===== src/rtl/sprite_motion_ctrl_pkg.sv =====
// Shared constants for sprite_motion_ctrl: PS/2 set-2 scan codes, decoder states, key_held bit indices.
package sprite_motion_ctrl_pkg;

    localparam logic [7:0] KEY_W      = 8'h1D;
    localparam logic [7:0] KEY_S      = 8'h1B;
    localparam logic [7:0] KEY_A      = 8'h1C;
    localparam logic [7:0] KEY_D      = 8'h23;
    localparam logic [7:0] KEY_UP     = 8'h75;
    localparam logic [7:0] KEY_DOWN   = 8'h72;
    localparam logic [7:0] KEY_LEFT   = 8'h6B;
    localparam logic [7:0] KEY_RIGHT  = 8'h74;
    localparam logic [7:0] PS2_BREAK  = 8'hF0;
    localparam logic [7:0] PS2_EXT    = 8'hE0;

    localparam int unsigned BIT_UP    = 0;
    localparam int unsigned BIT_DOWN  = 1;
    localparam int unsigned BIT_LEFT  = 2;
    localparam int unsigned BIT_RIGHT = 3;

    typedef enum logic [1:0] {
        ST_IDLE,
        ST_BREAK,
        ST_EXT,
        ST_EXT_BREAK
    } kbd_state_t;

    // One-hot key_held mask for a WASD code, zero for anything else.
    function automatic logic [3:0] wasd_mask(input logic [7:0] code);
        logic [3:0] m;
        m = '0;
        case (code)
            KEY_W:   m[BIT_UP]    = 1'b1;
            KEY_S:   m[BIT_DOWN]  = 1'b1;
            KEY_A:   m[BIT_LEFT]  = 1'b1;
            KEY_D:   m[BIT_RIGHT] = 1'b1;
            default: m = '0;
        endcase
        return m;
    endfunction

    function automatic logic [3:0] arrow_mask(input logic [7:0] code);
        logic [3:0] m;
        m = '0;
        case (code)
            KEY_UP:    m[BIT_UP]    = 1'b1;
            KEY_DOWN:  m[BIT_DOWN]  = 1'b1;
            KEY_LEFT:  m[BIT_LEFT]  = 1'b1;
            KEY_RIGHT: m[BIT_RIGHT] = 1'b1;
            default:   m = '0;
        endcase
        return m;
    endfunction

endpackage


===== src/rtl/sprite_motion_ctrl_ps2_key_decoder.sv =====
// Set-2 make/break/extended prefix decoder producing the held-key vector.
// Arrow keys are decoded only when SPRITE_ARROW_KEYS_EN is defined.
module ps2_key_decoder
    import sprite_motion_ctrl_pkg::*;
(
    input  logic       clk,
    input  logic       reset,
    input  logic       scan_valid,
    input  logic [7:0] scan_code,
    output logic [3:0] key_held
);

    kbd_state_t state;

    always_ff @(posedge clk) begin
        if (reset) begin
            state    <= ST_IDLE;
            key_held <= '0;
        end else if (scan_valid) begin
            case (state)
                ST_IDLE: begin
                    if (scan_code == PS2_BREAK)
                        state <= ST_BREAK;
                    else if (scan_code == PS2_EXT)
                        state <= ST_EXT;
                    else
                        key_held <= key_held | wasd_mask(scan_code);
                end
                ST_BREAK: begin
                    key_held <= key_held & ~wasd_mask(scan_code);
                    state    <= ST_IDLE;
                end
                ST_EXT: begin
                    if (scan_code == PS2_BREAK) begin
                        state <= ST_EXT_BREAK;
                    end else begin
`ifdef SPRITE_ARROW_KEYS_EN
                        key_held <= key_held | arrow_mask(scan_code);
`endif
                        state <= ST_IDLE;
                    end
                end
                ST_EXT_BREAK: begin
`ifdef SPRITE_ARROW_KEYS_EN
                    key_held <= key_held & ~arrow_mask(scan_code);
`endif
                    state <= ST_IDLE;
                end
                default: state <= ST_IDLE;
            endcase
        end
    end

endmodule


===== src/rtl/sprite_motion_ctrl.sv =====
// Sprite position stepper: moves the sprite once per frame_tick from held keys, clamped to the visible area.
// Optional arrow-key decoding via SPRITE_ARROW_KEYS_EN (see ps2_key_decoder).
module sprite_motion_ctrl
    import sprite_motion_ctrl_pkg::*;
#(
    parameter int unsigned WIDTH    = 640,
    parameter int unsigned HEIGHT   = 480,
    parameter int unsigned SPRITE_W = 50,
    parameter int unsigned SPRITE_H = 50,
    parameter int unsigned STEP     = 4,
    parameter int unsigned INIT_X   = 0,
    parameter int unsigned INIT_Y   = 0
) (
    input  logic       clk,
    input  logic       reset,
    input  logic       scan_valid,
    input  logic [7:0] scan_code,
    input  logic       frame_tick,
    output logic [9:0] sprite_x,
    output logic [8:0] sprite_y,
    output logic [3:0] key_held,
    output logic       pos_update
);

    localparam logic [10:0] X_MAX = 11'(WIDTH - SPRITE_W);
    localparam logic [10:0] Y_MAX = 11'(HEIGHT - SPRITE_H);
    localparam logic [10:0] STEP11 = 11'(STEP);

    ps2_key_decoder u_decoder (
        .clk        (clk),
        .reset      (reset),
        .scan_valid (scan_valid),
        .scan_code  (scan_code),
        .key_held   (key_held)
    );

    logic [10:0] x_cur, y_cur, x_sum, y_sum;
    logic [9:0]  next_x;
    logic [8:0]  next_y;
    logic        go_right, go_left, go_down, go_up;

    always_comb begin
        x_cur    = {1'b0, sprite_x};
        y_cur    = {2'b0, sprite_y};
        x_sum    = x_cur + STEP11;
        y_sum    = y_cur + STEP11;
        go_right = key_held[BIT_RIGHT] & ~key_held[BIT_LEFT];
        go_left  = key_held[BIT_LEFT]  & ~key_held[BIT_RIGHT];
        go_down  = key_held[BIT_DOWN]  & ~key_held[BIT_UP];
        go_up    = key_held[BIT_UP]    & ~key_held[BIT_DOWN];

        next_x = sprite_x;
        if (go_right)
            next_x = (x_sum > X_MAX) ? X_MAX[9:0] : x_sum[9:0];
        else if (go_left)
            next_x = (x_cur < STEP11) ? '0 : sprite_x - STEP11[9:0];

        next_y = sprite_y;
        if (go_down)
            next_y = (y_sum > Y_MAX) ? Y_MAX[8:0] : y_sum[8:0];
        else if (go_up)
            next_y = (y_cur < STEP11) ? '0 : sprite_y - STEP11[8:0];
    end

    always_ff @(posedge clk) begin
        if (reset) begin
            sprite_x   <= 10'(INIT_X);
            sprite_y   <= 9'(INIT_Y);
            pos_update <= 1'b0;
        end else begin
            pos_update <= 1'b0;
            if (frame_tick) begin
                sprite_x   <= next_x;
                sprite_y   <= next_y;
                pos_update <= (next_x != sprite_x) || (next_y != sprite_y);
            end
        end
    end

endmodule

===== config.mk =====
export PLATFORM = sky130hd
export DESIGN_NAME = sprite_motion_ctrl
export DESIGN_NICKNAME = d
export VERILOG_FILES = /design/src/rtl/sprite_motion_ctrl_pkg.sv /design/src/rtl/sprite_motion_ctrl_ps2_key_decoder.sv /design/src/rtl/sprite_motion_ctrl.sv
export SDC_FILE = /design/constraint.sdc
export NUM_CORES = 1
export LEC_CHECK = 0
export CORE_UTILIZATION = 25
export CTS_CLUSTER_DIAMETER = 100
export DETAILED_ROUTE_END_ITERATION = 6
export GPL_TIMING_DRIVEN = 0
export PLACE_DENSITY = 0.46
export RECOVER_POWER = 25
export SLEW_MARGIN = 10
export SYNTH_ARGS = -nofsm -noshare
export SYNTH_HDL_FRONTEND = slang
export SYNTH_HIERARCHICAL = 1
export SYNTH_SLANG_ARGS = --single-unit

===== constraint.sdc =====
create_clock -name clk -period 3.6 [get_ports clk]
set_input_delay 0.72 -clock clk [delete_from_list [all_inputs] [get_ports clk]]
set_output_delay 0.72 -clock clk [all_outputs]
set_load 0.02 [all_outputs]

==> impl_results.md <==
* Die width at 106.0 um
* DP HPWL at 7252 um
* FILL cells at 1144
* Post-synth cell types at 70
* Final std cell area, no fill at 0.003286 sq mm
* Worst hold margin at 500.6 ps
* Critical path class: reg -> reg
* EDFF count, synth at 0
* Instance count of the mapped netlist at 379
* First-pass GRT wire length at 15630 um
* CTS root buf: clkbuf_8
* Final WS setup at 305.7 ps
* Post-CTS Hold Fix Bufs at 0
* Initial antenna violation count at 0
* Yosys reg bits at 26
* Total Wirelength at 9623 um
* Layout cells sized above 1 at 6.715%
* RSZ-0062 raised after global routing: no
* Worst-Margin Slew at 712.2 ps
* Wirelength per Cell at 17.40 um
* Hold Path Origin: u_decoder/state[0]
* YS warnings at 6
* Pleak at 1.072 nW
* Largest net degree at the start of global routing at 16
* Clk buf depth at 2
* Clock Latency Late Sink at 300 ps
* Min Tclk post-route at 3294 ps
* Synth Cell Area at 0.002706 sq mm
* Critical path capture point type: flop
* Min-Delay Path Class: reg -> reg
* Clock sinks at 26
* Total GRT Usage at 17.41%
* Top FF cell, synth: dfxtp_1
* DR vias at 3116
* Synth-to-Final Area Change at 21.41%
* Total CTS buffers at 3
* Startpoint types: flop
* Data arrival, critical path at 3470 ps
* Initial drt markers at 274
* Placed cell area at 0.003217 sq mm
* Total gr overflow at 0
* Max-cap viol count at 0
* Max H-tree Level at 1
* Power per cell area at 203.6 mW/mm^2
* Pre-CTS WS at 149.8 ps
* Core Area at 0.01042 sq mm
* DRT antenna net count at 0
* FF-to-FF setup slack at 310 ps
* DIE HEIGHT at 106.0 um
* Reg2reg start: sprite_x[2]
* Setup tns final at 0 ps
* Placement row count at 37
* Clock transition at path regs at 130 ps
* Nets at 436
* VDD IR max at 0.1085 mV
* Top Ports at 36
* DR vias/cell at 5.635
* Slew Limit Fails at 0
* Synthesized area per cell at 7.141 sq um
* Final Hold Violating Endpoints at 0
* Status: complete, no violations
* DRC viols at 0
* ANT cells at 0
* DIE AREA at 0.01125 sq mm
* Synthesized Nets at 397
* Slew headroom at 52.52%
* # setup viols final at 0
* Worst Setup SP: sprite_x[2]
* Final period utilization at 91.51%
* CP required at 3770 ps
* Post-CTS Setup Bufs at 0
* TritonCTS clock tree: built
* CP Max Fanout at 10
* DRT Pass-1 Iters at 5
* Starting Density at 25.98%
* Clock Skew at 15.10 ps
* Vias in the first global route at 2899
* Port Buffer Count at 34
* Routability Congestion at 0.9097
* Part of the Yosys area used for sequential elements at 19.23%
* Cts repair resizes at 0
* F_max at 0.3036 GHz
* Synth async-reset ratio at 0%
cell usage after synthesis, types with 4 or more instances:
master    count  area, sq um
a21oi_1      29        145.1
nand2_1      28        105.1
clkbuf_1     26        97.59
dfxtp_1      26        520.5
nor2_1       25        93.84
o21ai_0      19        95.09
nand3_1      17        85.08
nand2b_1     15        93.84
nor3_1       13        65.06
inv_1        12        45.04
a211oi_1     10        75.07
a31oi_1      10        62.56
nand4_1       9        56.30
nor2b_1       9        56.30
nor4_1        9        56.30
and3_1        7        43.79
nand3b_1      7        52.55
or3_1         7        43.79
ha_1          6        75.07
mux2i_1       6        60.06
buf_2         4        20.02
buf_4         4        30.03
nand4b_1      4        35.03
o211ai_1      4        30.03
xnor2_1       4        35.03
cell type report:
class | count | area (sq um) | share of cell area, %
Buffer | 35 | 158.9 | 4.836
Clock buffer | 3 | 41.29 | 1.257
Clock inverter | 1 | 30.03 | 0.9139
Inverter | 12 | 45.04 | 1.371
Multi-Input combinational cell | 306 | 1979 | 60.24
Sequential cell | 26 | 520.5 | 15.84
Tap cell | 136 | 170.2 | 5.179
Timing Repair Buffer | 34 | 340.3 | 10.36
logic make-up after synthesis:
family	after synthesis	share of synthesized area (%)
multiplexers	7	2.635
AND/OR/NAND/NOR	171	36.52
XOR/XNOR	7	2.265
adder cells (fa/ha/maj)	6	2.774
flip-flops	26	19.23
AO/OA/AOI/OAI	115	29.03
buffers and inverters	47	7.536
worst paths after layout:
kind                                           end  cells after the start
worst max register to register          pos_update                     11
worst min-delay path            u_decoder/state[0]                      2
worst min register to register  u_decoder/state[0]                      2
worst max-delay path                    pos_update                     11
layer usage:
layer  vias up  routed length [um]  part of all wire (%)  track usage [%]
met5         -                   0                     0                0
met4         0                 150                   1.6            4.266
met3        11                 555                   5.8            1.655
met2       111                4302                    45            27.73
met1      1488                4615                    48            25.05
li1       1506                   -                     -                -
report_power, final:
| group | switching [W] | total, W | leakage [nW] | internal (W) |
|---|---|---|---|---|
| combinational | 0.0000577 | 0.0000992 | 0.826 | 0.0000415 |
| sequential | 0.00000361 | 0.000295 | 0.210 | 0.000292 |
| clock | 0.000125 | 0.000274 | 0.0357 | 0.000150 |
critical path: stages (launching register included):
cell	delay [ps]
dfxtp_1	410
clkbuf_1	340
inv_1	180
ha_1	340
nand3b_1	90
nor3_1	70
nor4_4	350
a21oi_2	210
or3_1	460
a22o_1	220
a2111oi_2	320
a41oi_2	180
layout by cell type, fill, tap and decap left out, types with 6 or more instances in the layout:
cell | Yosys | final
a21oi_1 | 29 | 29
nand2_1 | 28 | 28
clkbuf_1 | 26 | 26
clkdlybuf4s50_1 | 0 | 26
dfxtp_1 | 26 | 26
nor2_1 | 25 | 25
o21ai_0 | 19 | 19
nand3_1 | 17 | 17
nand2b_1 | 15 | 15
nor3_1 | 13 | 14
inv_1 | 12 | 12
a211oi_1 | 10 | 10
nor4_1 | 9 | 10
a31oi_1 | 10 | 10
nor2b_1 | 9 | 9
nand4_1 | 9 | 9
dlygate4sd3_1 | 0 | 8
nand3b_1 | 7 | 7
and3_1 | 7 | 7
or3_1 | 7 | 7
mux2i_1 | 6 | 6
ha_1 | 6 | 6
stage by stage:
stage | utilization, % | cells | power, W
after floorplan | - | 379 | 0.0003586
after global placement | 30.88 | 549 | 0.0004022
after detailed placement | 30.88 | 549 | 0.0004020
after CTS | 31.57 | 553 | 0.0006718
after global routing | 31.54 | 553 | 0.0006920
final | 31.54 | 553 | 0.0006688
(Power assumes the default switching activity.)
